--- config.mk ---
export PLATFORM = sky130hd
export DESIGN_NAME = fb_port_arbiter_flat
export DESIGN_NICKNAME = d
export VERILOG_FILES = /design/src/rtl/fb_port_arbiter_if.sv /design/src/rtl/fb_port_arbiter.sv /design/src/flat_wrapper.sv
export SDC_FILE = /design/constraint.sdc
export NUM_CORES = 1
export LEC_CHECK = 0
export CORE_MARGIN = 2
export CORE_UTILIZATION = 51
export CTS_BUF_LIST = sky130_fd_sc_hd__clkbuf_4 sky130_fd_sc_hd__clkbuf_8
export CTS_CLUSTER_DIAMETER = 40
export DETAILED_ROUTE_END_ITERATION = 12
export PLACE_DENSITY = 0.86
export SYNTH_ARGS = -nofsm -noshare
export SYNTH_HDL_FRONTEND = slang
export SYNTH_SLANG_ARGS = --single-unit
--- constraint.sdc ---
create_clock -name clk_i -period 4 [get_ports clk_i]
set_clock_uncertainty 0.05 [all_clocks]
set_input_delay 0.8 -clock clk_i [delete_from_list [all_inputs] [get_ports clk_i]]
set_output_delay 0.8 -clock clk_i [all_outputs]
set_load 0.01 [all_outputs]
--- src/rtl/fb_port_arbiter_if.sv ---
// Single-master access channel into the framebuffer port arbiter.
// The master drives the request fields; the arbiter returns grant and read data.
interface fb_port_arbiter_if #(
  parameter int unsigned ADDR_W = 19,
  parameter int unsigned DATA_W = 3
) ();
  logic              req;
  logic [ADDR_W-1:0] addr;
  logic              we;
  logic [DATA_W-1:0] wdata;
  logic              gnt;
  logic              rvalid;
  logic [DATA_W-1:0] rdata;

  modport master (output req, addr, we, wdata, input gnt, rvalid, rdata);
  modport slave  (input req, addr, we, wdata, output gnt, rvalid, rdata);
endinterface

--- src/rtl/fb_port_arbiter.sv ---
// Round-robin arbiter for the framebuffer RAM logic port with a full-screen clear engine.
// Define FB_ARB_BORDER_EN to paint edge cells with border_color during a clear.
module fb_port_arbiter #(
  parameter int unsigned WIDTH  = 320,
  parameter int unsigned HEIGHT = 240,
  parameter int unsigned ADDR_W = 19,
  parameter int unsigned DATA_W = 3,
  parameter int unsigned RD_LAT = 2
) (
  input  logic              clk_i,
  input  logic              rst_i,
  input  logic              clear_start_i,
  input  logic [DATA_W-1:0] clear_color_i,
  input  logic [DATA_W-1:0] border_color_i,
  output logic              clear_busy_o,
  output logic              clear_done_o,
  fb_port_arbiter_if.slave  m0_io,
  fb_port_arbiter_if.slave  m1_io,
  output logic [ADDR_W-1:0] ram_address_o,
  output logic              ram_write_enabled_o,
  output logic [DATA_W-1:0] ram_write_data_o,
  input  logic [DATA_W-1:0] ram_read_data_i
);

  localparam int unsigned Depth = RD_LAT + 1;
  localparam int unsigned XW    = (WIDTH > 1) ? $clog2(WIDTH) : 1;
  localparam int unsigned YW    = (HEIGHT > 1) ? $clog2(HEIGHT) : 1;
  localparam logic [ADDR_W-1:0] LastAddr = ADDR_W'(WIDTH * HEIGHT - 1);
  localparam logic [XW-1:0]     XMax     = XW'(WIDTH - 1);
  localparam logic [YW-1:0]     YMax     = YW'(HEIGHT - 1);

  typedef enum logic [0:0] {StIdle, StClear} state_e;

  state_e            state_q;
  logic              last_q;
  logic [ADDR_W-1:0] cnt_q;
  logic [XW-1:0]     x_q;
  logic [YW-1:0]     y_q;
  logic              busy_q, done_q;
  logic [ADDR_W-1:0] ram_addr_q;
  logic              ram_we_q;
  logic [DATA_W-1:0] ram_wdata_q;
  logic [Depth-1:0]  pipe_vld_q, pipe_id_q;

  logic              pick0, pick1, gnt_en, gnt0, gnt1, rd_issue, on_edge;
  logic [DATA_W-1:0] cell_color;

  // last_q holds the id of the most recently granted master; the other one wins a tie.
  assign pick0    = m0_io.req & (~m1_io.req | last_q);
  assign pick1    = m1_io.req & ~pick0;
  assign gnt_en   = (state_q == StIdle) & ~clear_start_i & ~rst_i;
  assign gnt0     = gnt_en & pick0;
  assign gnt1     = gnt_en & pick1;
  assign rd_issue = gnt1 ? ~m1_io.we : (gnt0 & ~m0_io.we);

`ifdef FB_ARB_BORDER_EN
  assign on_edge = (x_q == '0) | (x_q == XMax) | (y_q == '0) | (y_q == YMax);
`else
  logic unused_border;
  assign unused_border = ^border_color_i;
  assign on_edge       = 1'b0;
`endif

  assign cell_color = on_edge ? border_color_i : clear_color_i;

  always_ff @(posedge clk_i or posedge rst_i) begin
    if (rst_i) begin
      state_q     <= StIdle;
      last_q      <= 1'b1;
      cnt_q       <= '0;
      x_q         <= '0;
      y_q         <= '0;
      busy_q      <= 1'b0;
      done_q      <= 1'b0;
      ram_addr_q  <= '0;
      ram_we_q    <= 1'b0;
      ram_wdata_q <= '0;
      pipe_vld_q  <= '0;
      pipe_id_q   <= '0;
    end else begin
      done_q        <= 1'b0;
      pipe_vld_q[0] <= rd_issue;
      pipe_id_q[0]  <= gnt1;
      for (int i = 1; i < Depth; i++) begin
        pipe_vld_q[i] <= pipe_vld_q[i-1];
        pipe_id_q[i]  <= pipe_id_q[i-1];
      end
      unique case (state_q)
        StIdle: begin
          if (clear_start_i) begin
            state_q  <= StClear;
            busy_q   <= 1'b1;
            cnt_q    <= '0;
            x_q      <= '0;
            y_q      <= '0;
            ram_we_q <= 1'b0;
          end else if (gnt0 | gnt1) begin
            ram_addr_q  <= gnt1 ? m1_io.addr  : m0_io.addr;
            ram_we_q    <= gnt1 ? m1_io.we    : m0_io.we;
            ram_wdata_q <= gnt1 ? m1_io.wdata : m0_io.wdata;
            last_q      <= gnt1;
          end else begin
            ram_we_q <= 1'b0;
          end
        end
        StClear: begin
          if (clear_start_i) begin
            // Restart: rewind the sweep without signalling completion.
            cnt_q    <= '0;
            x_q      <= '0;
            y_q      <= '0;
            ram_we_q <= 1'b0;
          end else begin
            ram_addr_q  <= cnt_q;
            ram_we_q    <= 1'b1;
            ram_wdata_q <= cell_color;
            if (cnt_q == LastAddr) begin
              state_q <= StIdle;
              busy_q  <= 1'b0;
              done_q  <= 1'b1;
            end else begin
              cnt_q <= cnt_q + ADDR_W'(1);
              if (x_q == XMax) begin
                x_q <= '0;
                y_q <= y_q + YW'(1);
              end else begin
                x_q <= x_q + XW'(1);
              end
            end
          end
        end
        default: state_q <= StIdle;
      endcase
    end
  end

  assign m0_io.gnt    = gnt0;
  assign m1_io.gnt    = gnt1;
  assign m0_io.rvalid = pipe_vld_q[Depth-1] & ~pipe_id_q[Depth-1];
  assign m1_io.rvalid = pipe_vld_q[Depth-1] & pipe_id_q[Depth-1];
  assign m0_io.rdata  = pipe_vld_q[Depth-1] ? ram_read_data_i : '0;
  assign m1_io.rdata  = pipe_vld_q[Depth-1] ? ram_read_data_i : '0;

  assign clear_busy_o        = busy_q;
  assign clear_done_o        = done_q;
  assign ram_address_o       = ram_addr_q;
  assign ram_write_enabled_o = ram_we_q;
  assign ram_write_data_o    = ram_wdata_q;

endmodule

--- src/flat_wrapper.sv ---
// flat-port wrapper written by rule: the top's interface ports become plain ports
module fb_port_arbiter_flat 
#(
  parameter int unsigned WIDTH  = 320,
  parameter int unsigned HEIGHT = 240,
  parameter int unsigned ADDR_W = 19,
  parameter int unsigned DATA_W = 3,
  parameter int unsigned RD_LAT = 2
)
  (clk_i, rst_i, clear_start_i, clear_color_i, border_color_i, clear_busy_o, clear_done_o, ram_address_o, ram_write_enabled_o, ram_write_data_o, ram_read_data_i, m0_io_req, m0_io_addr, m0_io_we, m0_io_wdata, m0_io_gnt, m0_io_rvalid, m0_io_rdata, m1_io_req, m1_io_addr, m1_io_we, m1_io_wdata, m1_io_gnt, m1_io_rvalid, m1_io_rdata);
  fb_port_arbiter_if #(.ADDR_W(ADDR_W), .DATA_W(DATA_W)) m0_io_i ();
  fb_port_arbiter_if #(.ADDR_W(ADDR_W), .DATA_W(DATA_W)) m1_io_i ();
  input  logic clk_i;
  input  logic rst_i;
  input  logic clear_start_i;
  input  logic [DATA_W-1:0] clear_color_i;
  input  logic [DATA_W-1:0] border_color_i;
  output logic clear_busy_o;
  output logic clear_done_o;
  output logic [ADDR_W-1:0] ram_address_o;
  output logic ram_write_enabled_o;
  output logic [DATA_W-1:0] ram_write_data_o;
  input  logic [DATA_W-1:0] ram_read_data_i;
  input wire logic [$bits(m0_io_i.req)-1:0] m0_io_req;
  input wire logic [$bits(m0_io_i.addr)-1:0] m0_io_addr;
  input wire logic [$bits(m0_io_i.we)-1:0] m0_io_we;
  input wire logic [$bits(m0_io_i.wdata)-1:0] m0_io_wdata;
  output wire logic [$bits(m0_io_i.gnt)-1:0] m0_io_gnt;
  output wire logic [$bits(m0_io_i.rvalid)-1:0] m0_io_rvalid;
  output wire logic [$bits(m0_io_i.rdata)-1:0] m0_io_rdata;
  input wire logic [$bits(m1_io_i.req)-1:0] m1_io_req;
  input wire logic [$bits(m1_io_i.addr)-1:0] m1_io_addr;
  input wire logic [$bits(m1_io_i.we)-1:0] m1_io_we;
  input wire logic [$bits(m1_io_i.wdata)-1:0] m1_io_wdata;
  output wire logic [$bits(m1_io_i.gnt)-1:0] m1_io_gnt;
  output wire logic [$bits(m1_io_i.rvalid)-1:0] m1_io_rvalid;
  output wire logic [$bits(m1_io_i.rdata)-1:0] m1_io_rdata;
  assign m0_io_i.req = m0_io_req;
  assign m0_io_i.addr = m0_io_addr;
  assign m0_io_i.we = m0_io_we;
  assign m0_io_i.wdata = m0_io_wdata;
  assign m0_io_gnt = m0_io_i.gnt;
  assign m0_io_rvalid = m0_io_i.rvalid;
  assign m0_io_rdata = m0_io_i.rdata;
  assign m1_io_i.req = m1_io_req;
  assign m1_io_i.addr = m1_io_addr;
  assign m1_io_i.we = m1_io_we;
  assign m1_io_i.wdata = m1_io_wdata;
  assign m1_io_gnt = m1_io_i.gnt;
  assign m1_io_rvalid = m1_io_i.rvalid;
  assign m1_io_rdata = m1_io_i.rdata;
  fb_port_arbiter #(.WIDTH(WIDTH), .HEIGHT(HEIGHT), .ADDR_W(ADDR_W), .DATA_W(DATA_W), .RD_LAT(RD_LAT)) u_core (.clk_i(clk_i), .rst_i(rst_i), .clear_start_i(clear_start_i), .clear_color_i(clear_color_i), .border_color_i(border_color_i), .clear_busy_o(clear_busy_o), .clear_done_o(clear_done_o), .m0_io(m0_io_i), .m1_io(m1_io_i), .ram_address_o(ram_address_o), .ram_write_enabled_o(ram_write_enabled_o), .ram_write_data_o(ram_write_data_o), .ram_read_data_i(ram_read_data_i));
endmodule
# After elaboration in Yosys (flattened, before gate mapping)
# Cells that the tools add are included.
dict set report totals {
  reg_bits 52
  in_bits 60
}
dict set report op_classes {
  add_sub_neg 1
  eq_ne 7
  n_mux 32
  bitwise 19
  reduce_logical 4
}
# op count
set op_table {}
lappend op_table {{19-bit 2-to-1 mux} 7}
lappend op_table {{19-bit one-hot mux with 2 select lines} 2}
lappend op_table {{19-bit by 1-bit adder with 19-bit output, second input constant} 1}
lappend op_table {{19-bit by 17-bit == test with 1-bit output, second input constant} 1}
lappend op_table {{3-bit 2-to-1 mux} 5}
lappend op_table {{1-bit 2-to-1 mux} 14}
lappend op_table {{2-bit inequality test, second input constant} 5}
lappend op_table {{1-bit bitwise AND} 9}
lappend op_table {{3-bit AND reduction} 3}
lappend op_table {{1-bit inverter} 8}
lappend op_table {{1-bit one-hot mux with 2 select lines} 3}
lappend op_table {{3-bit one-hot mux with 2 select lines} 1}
lappend op_table {{3-bit inequality test, second input constant} 1}
lappend op_table {{1-bit OR} 2}
lappend op_table {{2-bit AND reduction} 1}

# Logic depth before layout (Yosys ltp)
# Gate-level depths: netlist (run 1).
dict set report logic_depth {
  word_depth 10
  depth_mapped 7
  depth_no_buf 6
}

# Least setup slack after synthesis (run 1)
# Ideal clock, no wire load.
dict set report synth_path {
  path_kind {input to output}
  from {input clear_start_i}
  to {output m1_io_gnt}
  arrival_ps 1660
  t_required_ps 3150
  path_slack_ps 1490
  stages 5
  path_buffers 2
  cell_sequence {clkbuf_8 nor3_4 nand3_4 buf_2 inv_1}
}
dict set report synth_via {
  elab_chain_cells 4
}
# element line_no
set synth_lines {}
lappend synth_lines {{from (decl)} flat_wrapper.sv:15} ;# input logic clear_start_i;
lappend synth_lines {{1-bit inverter} fb_port_arbiter.sv:51} ;# assign gnt_en = (state_q == StIdle) & ~clear_start_i & ~rst_i;
lappend synth_lines {{1-bit bitwise AND (2 in series)} fb_port_arbiter.sv:51}
lappend synth_lines {{1-bit bitwise AND} fb_port_arbiter.sv:53} ;# assign gnt1 = gnt_en & pick1;
lappend synth_lines {{to (decl)} flat_wrapper.sv:35} ;# output wire logic [$bits(m1_io_i.gnt)-1:0] m1_io_gnt;
# Every way passes these cells.

# Final worst setup path (run 1)
dict set report layout_path {
  from {input clear_start_i}
  to {output m0_io_gnt}
}
dict set report layout_via {
  elab_chain_cells 4
}
# element line_no
set layout_lines {}
lappend layout_lines {{1-bit inverter} fb_port_arbiter.sv:51}
lappend layout_lines {{1-bit bitwise AND (2 in series)} fb_port_arbiter.sv:51}
lappend layout_lines {{1-bit bitwise AND} fb_port_arbiter.sv:52} ;# assign gnt0 = gnt_en & pick0;
lappend layout_lines {{to (decl)} flat_wrapper.sv:28} ;# output wire logic [$bits(m0_io_i.gnt)-1:0] m0_io_gnt;
# Every way passes these cells.

==> results of run 1 <==
==> power by group <==
part	leakage [uW]	switching (uW)	internal, uW
registers	0.000704	6.63	535
clock network	0.0000491	160	137
logic	0.00101	45.3	79.1
total	0.00176	212	751
==> cells in the mapped netlist, drive strengths merged <==
master and number:
nand4 10, xor2 9, o31ai 2, nor3 3
dfstp 1, ha 1, nand2b 2, and4 3
nor2 19, nor3b 1, nor4b 2, dfrtp 51
a21oi 8, o21ai 27, o22ai 1, o21bai 1
and2 5, a31oi 2, or4 2, nor2b 2
nor4 1, o211ai 1, nand3 8, o2bb2ai 1
nand2 28, clkbuf 9, or3 3, buf 7
xnor2 2, inv 4, mux2 24, mux2i 23
and3 4
==> critical path, delay by kind of cell <==
| kind | cells | cell delay (ns) |
|---|---|---|
| buf+inv | 3 | 1.10 |
| simple gates | 2 | 0.42 |
==> through the flow <==
step                      cell area [um^2]  worst slack [ns]  total power (uW)
after global routing                  3830             0.727              1010
after global placement                3750             0.866               675
after floorplan                       2810              1.49               597
after CTS                             3830             0.820               976
final                                 3830             0.822               962
after detailed placement              3750             0.830               678
==> registers in the layout, indices dropped and copies added, names as in the netlist <==
signal	count
u_core.clear_busy_o	1
u_core.clear_done_o	1
u_core.cnt_q	19
u_core.last_q	1
u_core.pipe_id_q	3
u_core.pipe_vld_q	3
u_core.ram_address_o	19
u_core.ram_write_data_o	3
u_core.ram_write_enabled_o	1
u_core.state_q	1
==> cell type report <==
| cell class | count | area (um^2) | area share |
|---|---|---|---|
| Multi-Input combinational cell | 195 | 1390 | 0.362 |
| Sequential cell | 52 | 1300 | 0.340 |
| Timing Repair Buffer | 96 | 948 | 0.247 |
| Tap cell | 72 | 90.1 | 0.0235 |
| Clock buffer | 7 | 83.8 | 0.0219 |
| Inverter | 4 | 15.0 | 0.00392 |
| Clock inverter | 1 | 5.00 | 0.00131 |
==> cells by family (layout without fill, tap and decap cells) <==
kind of cell | Yosys count | in the layout | synth area share
and+or+nand+nor | 93 | 93 | 0.188
DFF | 52 | 52 | 0.464
muxes | 47 | 47 | 0.178
AOI/OAI and AO/OA | 43 | 43 | 0.0887
buffers and inverters | 20 | 108 | 0.0419
xor gates and xnor gates | 11 | 11 | 0.0343
adders and majority gates | 1 | 1 | 0.00446
==> final timing paths <==
| path | start | endpoint | slack, ns | depth (start not counted) |
|---|---|---|---|---|
| setup reg to reg | u_core.cnt_q[0]$_DFFE_PP0P_ | u_core.cnt_q[17]$_DFFE_PP0P_ | 1.89 | 6 |
| min in group asynchronous | rst_i | u_core.pipe_vld_q[1]$_DFF_PP0_ | 0.90 | 2 |
| max in group asynchronous | rst_i | u_core.last_q$_DFFE_PP1P_ | 2.21 | 3 |
| hold reg to reg | u_core.pipe_vld_q[1]$_DFF_PP0_ | u_core.pipe_vld_q[2]$_DFF_PP0_ | 0.31 | 0 |
| hold / removal | u_core.pipe_vld_q[1]$_DFF_PP0_ | u_core.pipe_vld_q[2]$_DFF_PP0_ | 0.31 | 0 |
| setup / recovery | clear_start_i | m0_io_gnt | 0.82 | 5 |
==> metal layers <==
metal,share of wire,up-vias,global-route usage
met1,0.38,1099,0.246
met3,0.079,9,0.0713
met5,0,-,0
met2,0.52,82,0.401
li1,-,1120,-
met4,0.017,0,0.0702
==> metrics, run 1 <==
outcome=completed; CP cell instances=clkdlybuf4s50_1, nor3_4, nand3_1, inv_1, clkdlybuf4s50_1; CP max-delay cell=clkdlybuf4s50_1; # resized after CTS=0; Syn Inst Count=267; actual slew at the worst max-slew pin=0.495 ns; Post-Syn Area=2810 um^2; peak supply drop=0.161 mV; global-route wire length before repair=10.6 mm; Final Util=0.709; MaxCap Viol Count=0; Slew headroom=0.670; Core ar.=5410 um^2; CP most frequent cell=clkdlybuf4s50_1; Power Density=251 nW/um^2; final setup violation count=0; drt wl/cell=14.9 um; Peak Freq=315 MHz; worst-skew pair later-pin latency=0.30 ns; WP data arrival=2.33 ns; Worst EP required=3.15 ns; # IOs=95; clock sink count=52; initial antenna violation count=0; post-route DRC violation count=0; Post-Route WL=6.35 mm; unrepaired setup endpoints after global routing=no; placer congestion estimate=0.793; final worst-path cycle share=0.794; CTS HTree Levels=2; Distinct cells, synth=46; Hold Fails Final Rpt=0; Seq/Total Area, Yosys=0.464; Num CTS Buffers=5; Die H=78.2 um; Syn Area/Cell=10.5 um^2; Die Width=78.2 um; CTS Buffer Depth=2; vias per inst=5.41; flops & latches, synth=52; Synth-to-Final Area Change=36.6%; commonest non-fill, non-tap cell in the layout=clkdlybuf4s50_1; first-pass iteration count of the detailed router=4; vias in the first global route=2310; ant diodes=0; top post-synthesis cells by area=dfrtp_1, mux2_2, mux2i_1; Post-CTS Setup Bufs=0; CP peak stage delay=0.53 ns; Pins Over Slew Limit=0; Final Critical Period=3.18 ns; 1st-iter DRT viols=94; non-filler instance count after layout=427; Placed Cells=419; initial core utilization=0.519; Setup crit start kind=input port; cts hold-fix bufs=0; final antenna-violating net count=0; Net Count, Synth=328; grt total ovfl=0; filler instances=418; Final nets=415; synthesis warning total=0; CTS clk-pin slew, worst paths=0.09 ns; row count=27; post-DP HPWL=4.74 mm; crit end category=primary output; largest net degree at the start of global routing=54; GRT Overall Usage=0.221; Root Buffer=clkbuf_8; Min-Delay Path Class=reg -> reg; CTS tree=built; Port Buffers=91; Yosys top cell by area=dfrtp_1; commonest cells after routing, fill and taps aside=clkdlybuf4s50_1, dfrtp_1, nand2_1; Worst Hold Slack=0.306 ns; Final TNS setup=0 ns; leakage power figure=0.00176 uW; routed via count=2310; Die Area=6110 um^2; share of cells above drive strength 1=0.141; CP Max Fanout=4; share of the synthesized area in the top cell type=0.455; Setup Crit Path Kind=in -> out
Power figures use the tool's default switching activity.
==> run 2: changes to the inputs <==
--- a/config.mk
+++ b/config.mk
@@ -6,11 +6,11 @@
 export NUM_CORES = 1
 export LEC_CHECK = 0
 export CORE_MARGIN = 2
-export CORE_UTILIZATION = 51
+export CORE_UTILIZATION = 43
 export CTS_BUF_LIST = sky130_fd_sc_hd__clkbuf_4 sky130_fd_sc_hd__clkbuf_8
 export CTS_CLUSTER_DIAMETER = 40
 export DETAILED_ROUTE_END_ITERATION = 12
-export PLACE_DENSITY = 0.86
+export PLACE_DENSITY = 0.77
 export SYNTH_ARGS = -nofsm -noshare
 export SYNTH_HDL_FRONTEND = slang
 export SYNTH_SLANG_ARGS = --single-unit
==> constraint.sdc (replaced) <==
create_clock -name clk_i -period 2.9 [get_ports clk_i]
set_clock_uncertainty 0.05 [all_clocks]
set_input_delay 0.58 -clock clk_i [delete_from_list [all_inputs] [get_ports clk_i]]
set_output_delay 0.58 -clock clk_i [all_outputs]
set_load 0.01 [all_outputs]
==> metrics, run 2 (synthesis gave the netlist of run 1 again) <==
commonest non-fill, non-tap cell in the layout=clkdlybuf4s50_1; Die Area=7190 um^2; Core ar.=6310 um^2; post-DP HPWL=4.72 mm; final antenna-violating net count=0; Power Density=345 nW/um^2; sw frac=0.229; Num CTS Buffers=5; Min-Delay Path Class=reg -> reg; WP data arrival=2.07 ns; Clock power frac=0.305; Setup crit start kind=input port; row count=29; CP Max Fanout=4; Final nets=415; CTS clk-pin slew, worst paths=0.09 ns; grt total ovfl=0; MaxCap Viol Count=0; share of cells above drive strength 1=0.141; P_int=1020 uW; placer congestion estimate=0.786; Setup Crit Path Kind=in -> out; Slew headroom=0.653; Root Buffer=clkbuf_8; Hold Fails Final Rpt=0; peak supply drop=0.162 mV; CTS Buffer Depth=2; 1st-iter DRT viols=118; global-route wire length before repair=10.7 mm; Reg power frac=0.564; CTS HTree Levels=2; post-route DRC violation count=0; routed via count=2368; initial antenna violation count=0; Post-CTS Setup Bufs=0; crit end category=primary output; Post-Route WL=6.41 mm; drt wl/cell=14.9 um; leakage power figure=0.00176 uW; worst-skew pair later-pin latency=0.31 ns; Worst EP required=2.27 ns; initial core utilization=0.445; Pins Over Slew Limit=0; # IOs=95; Synth-to-Final Area Change=37.1%; Die H=84.8 um; vias per inst=5.49; Peak Freq=370 MHz; first-pass iteration count of the detailed router=4; ant diodes=0; Die Width=84.8 um; final worst-path cycle share=0.932; final setup violation count=0; Final Critical Period=2.70 ns; Tot Pwr=1330 uW; Comb pwr share=0.131; unrepaired setup endpoints after global routing=no; commonest cells after routing, fill and taps aside=clkdlybuf4s50_1, dfrtp_1, nand2_1; largest net degree at the start of global routing=54; Sw Pwr=304 uW; GRT Overall Usage=0.186; non-filler instance count after layout=431; Port Buffers=91; clock sink count=52; Final Util=0.609; cts hold-fix bufs=0; Placed Cells=424; Final TNS setup=0 ns; outcome=completed; vias in the first global route=2383; # resized after CTS=0; actual slew at the worst max-slew pin=0.521 ns; CTS tree=built
run 2: final timing paths:
| check | start | to | slack (ns) | depth (start not counted) |
|---|---|---|---|---|
| setup / recovery | clear_start_i | m0_io_gnt | 0.20 | 5 |
| hold / removal | u_core.pipe_id_q[1]$_DFF_PP0_ | u_core.pipe_id_q[2]$_DFF_PP0_ | 0.30 | 0 |
| setup reg to reg | u_core.cnt_q[0]$_DFFE_PP0P_ | u_core.cnt_q[17]$_DFFE_PP0P_ | 0.80 | 6 |
| hold reg to reg | u_core.pipe_id_q[1]$_DFF_PP0_ | u_core.pipe_id_q[2]$_DFF_PP0_ | 0.30 | 0 |
| max in group asynchronous | rst_i | u_core.last_q$_DFFE_PP1P_ | 1.33 | 3 |
| min in group asynchronous | rst_i | u_core.pipe_vld_q[0]$_DFF_PP0_ | 0.67 | 2 |
run 2: critical path: stages:
cell,delay (ns)
clkdlybuf4s50_1,0.46
nor3_4,0.27
nand3_1,0.13
inv_1,0.09
clkdlybuf4s50_1,0.54
run 2: through the flow:
| stage | worst slack (ns) | cell area, um^2 | hold WS, ns |
|---|---|---|---|
| after floorplan | 0.746 | 2810 | 0.281 |
| after global routing | 0.107 | 3850 | 0.316 |
| after CTS | 0.182 | 3850 | 0.307 |
| final | 0.196 | 3850 | 0.305 |
| after global placement | 0.191 | 3770 | 0.284 |
| after detailed placement | 0.179 | 3770 | 0.287 |
run 2: power by group through the flow:
stage	combinational (uW)	clock [uW]	sequential, uW
after floorplan	59.0	0	765
after global placement	173	0	762
after detailed placement	176	0	763
after CTS	177	415	748
after global routing	190	444	751
final	174	405	748
run 2: per-layer routing:
layer	GRT usage	part of all wire	vias up
li1	-	-	1127
met1	0.210	0.41	1147
met2	0.331	0.50	85
met3	0.0560	0.071	9
met4	0.0635	0.017	0
met5	0	0	-
run 2: layout make-up:
type,count,area [um^2]
Tap cell,77,96.3
Multi-Input combinational cell,195,1390
Clock inverter,1,5.00
Sequential cell,52,1300
Fill cell,562,2470
Inverter,4,15.0
Timing Repair Buffer,96,961
Clock buffer,6,76.3
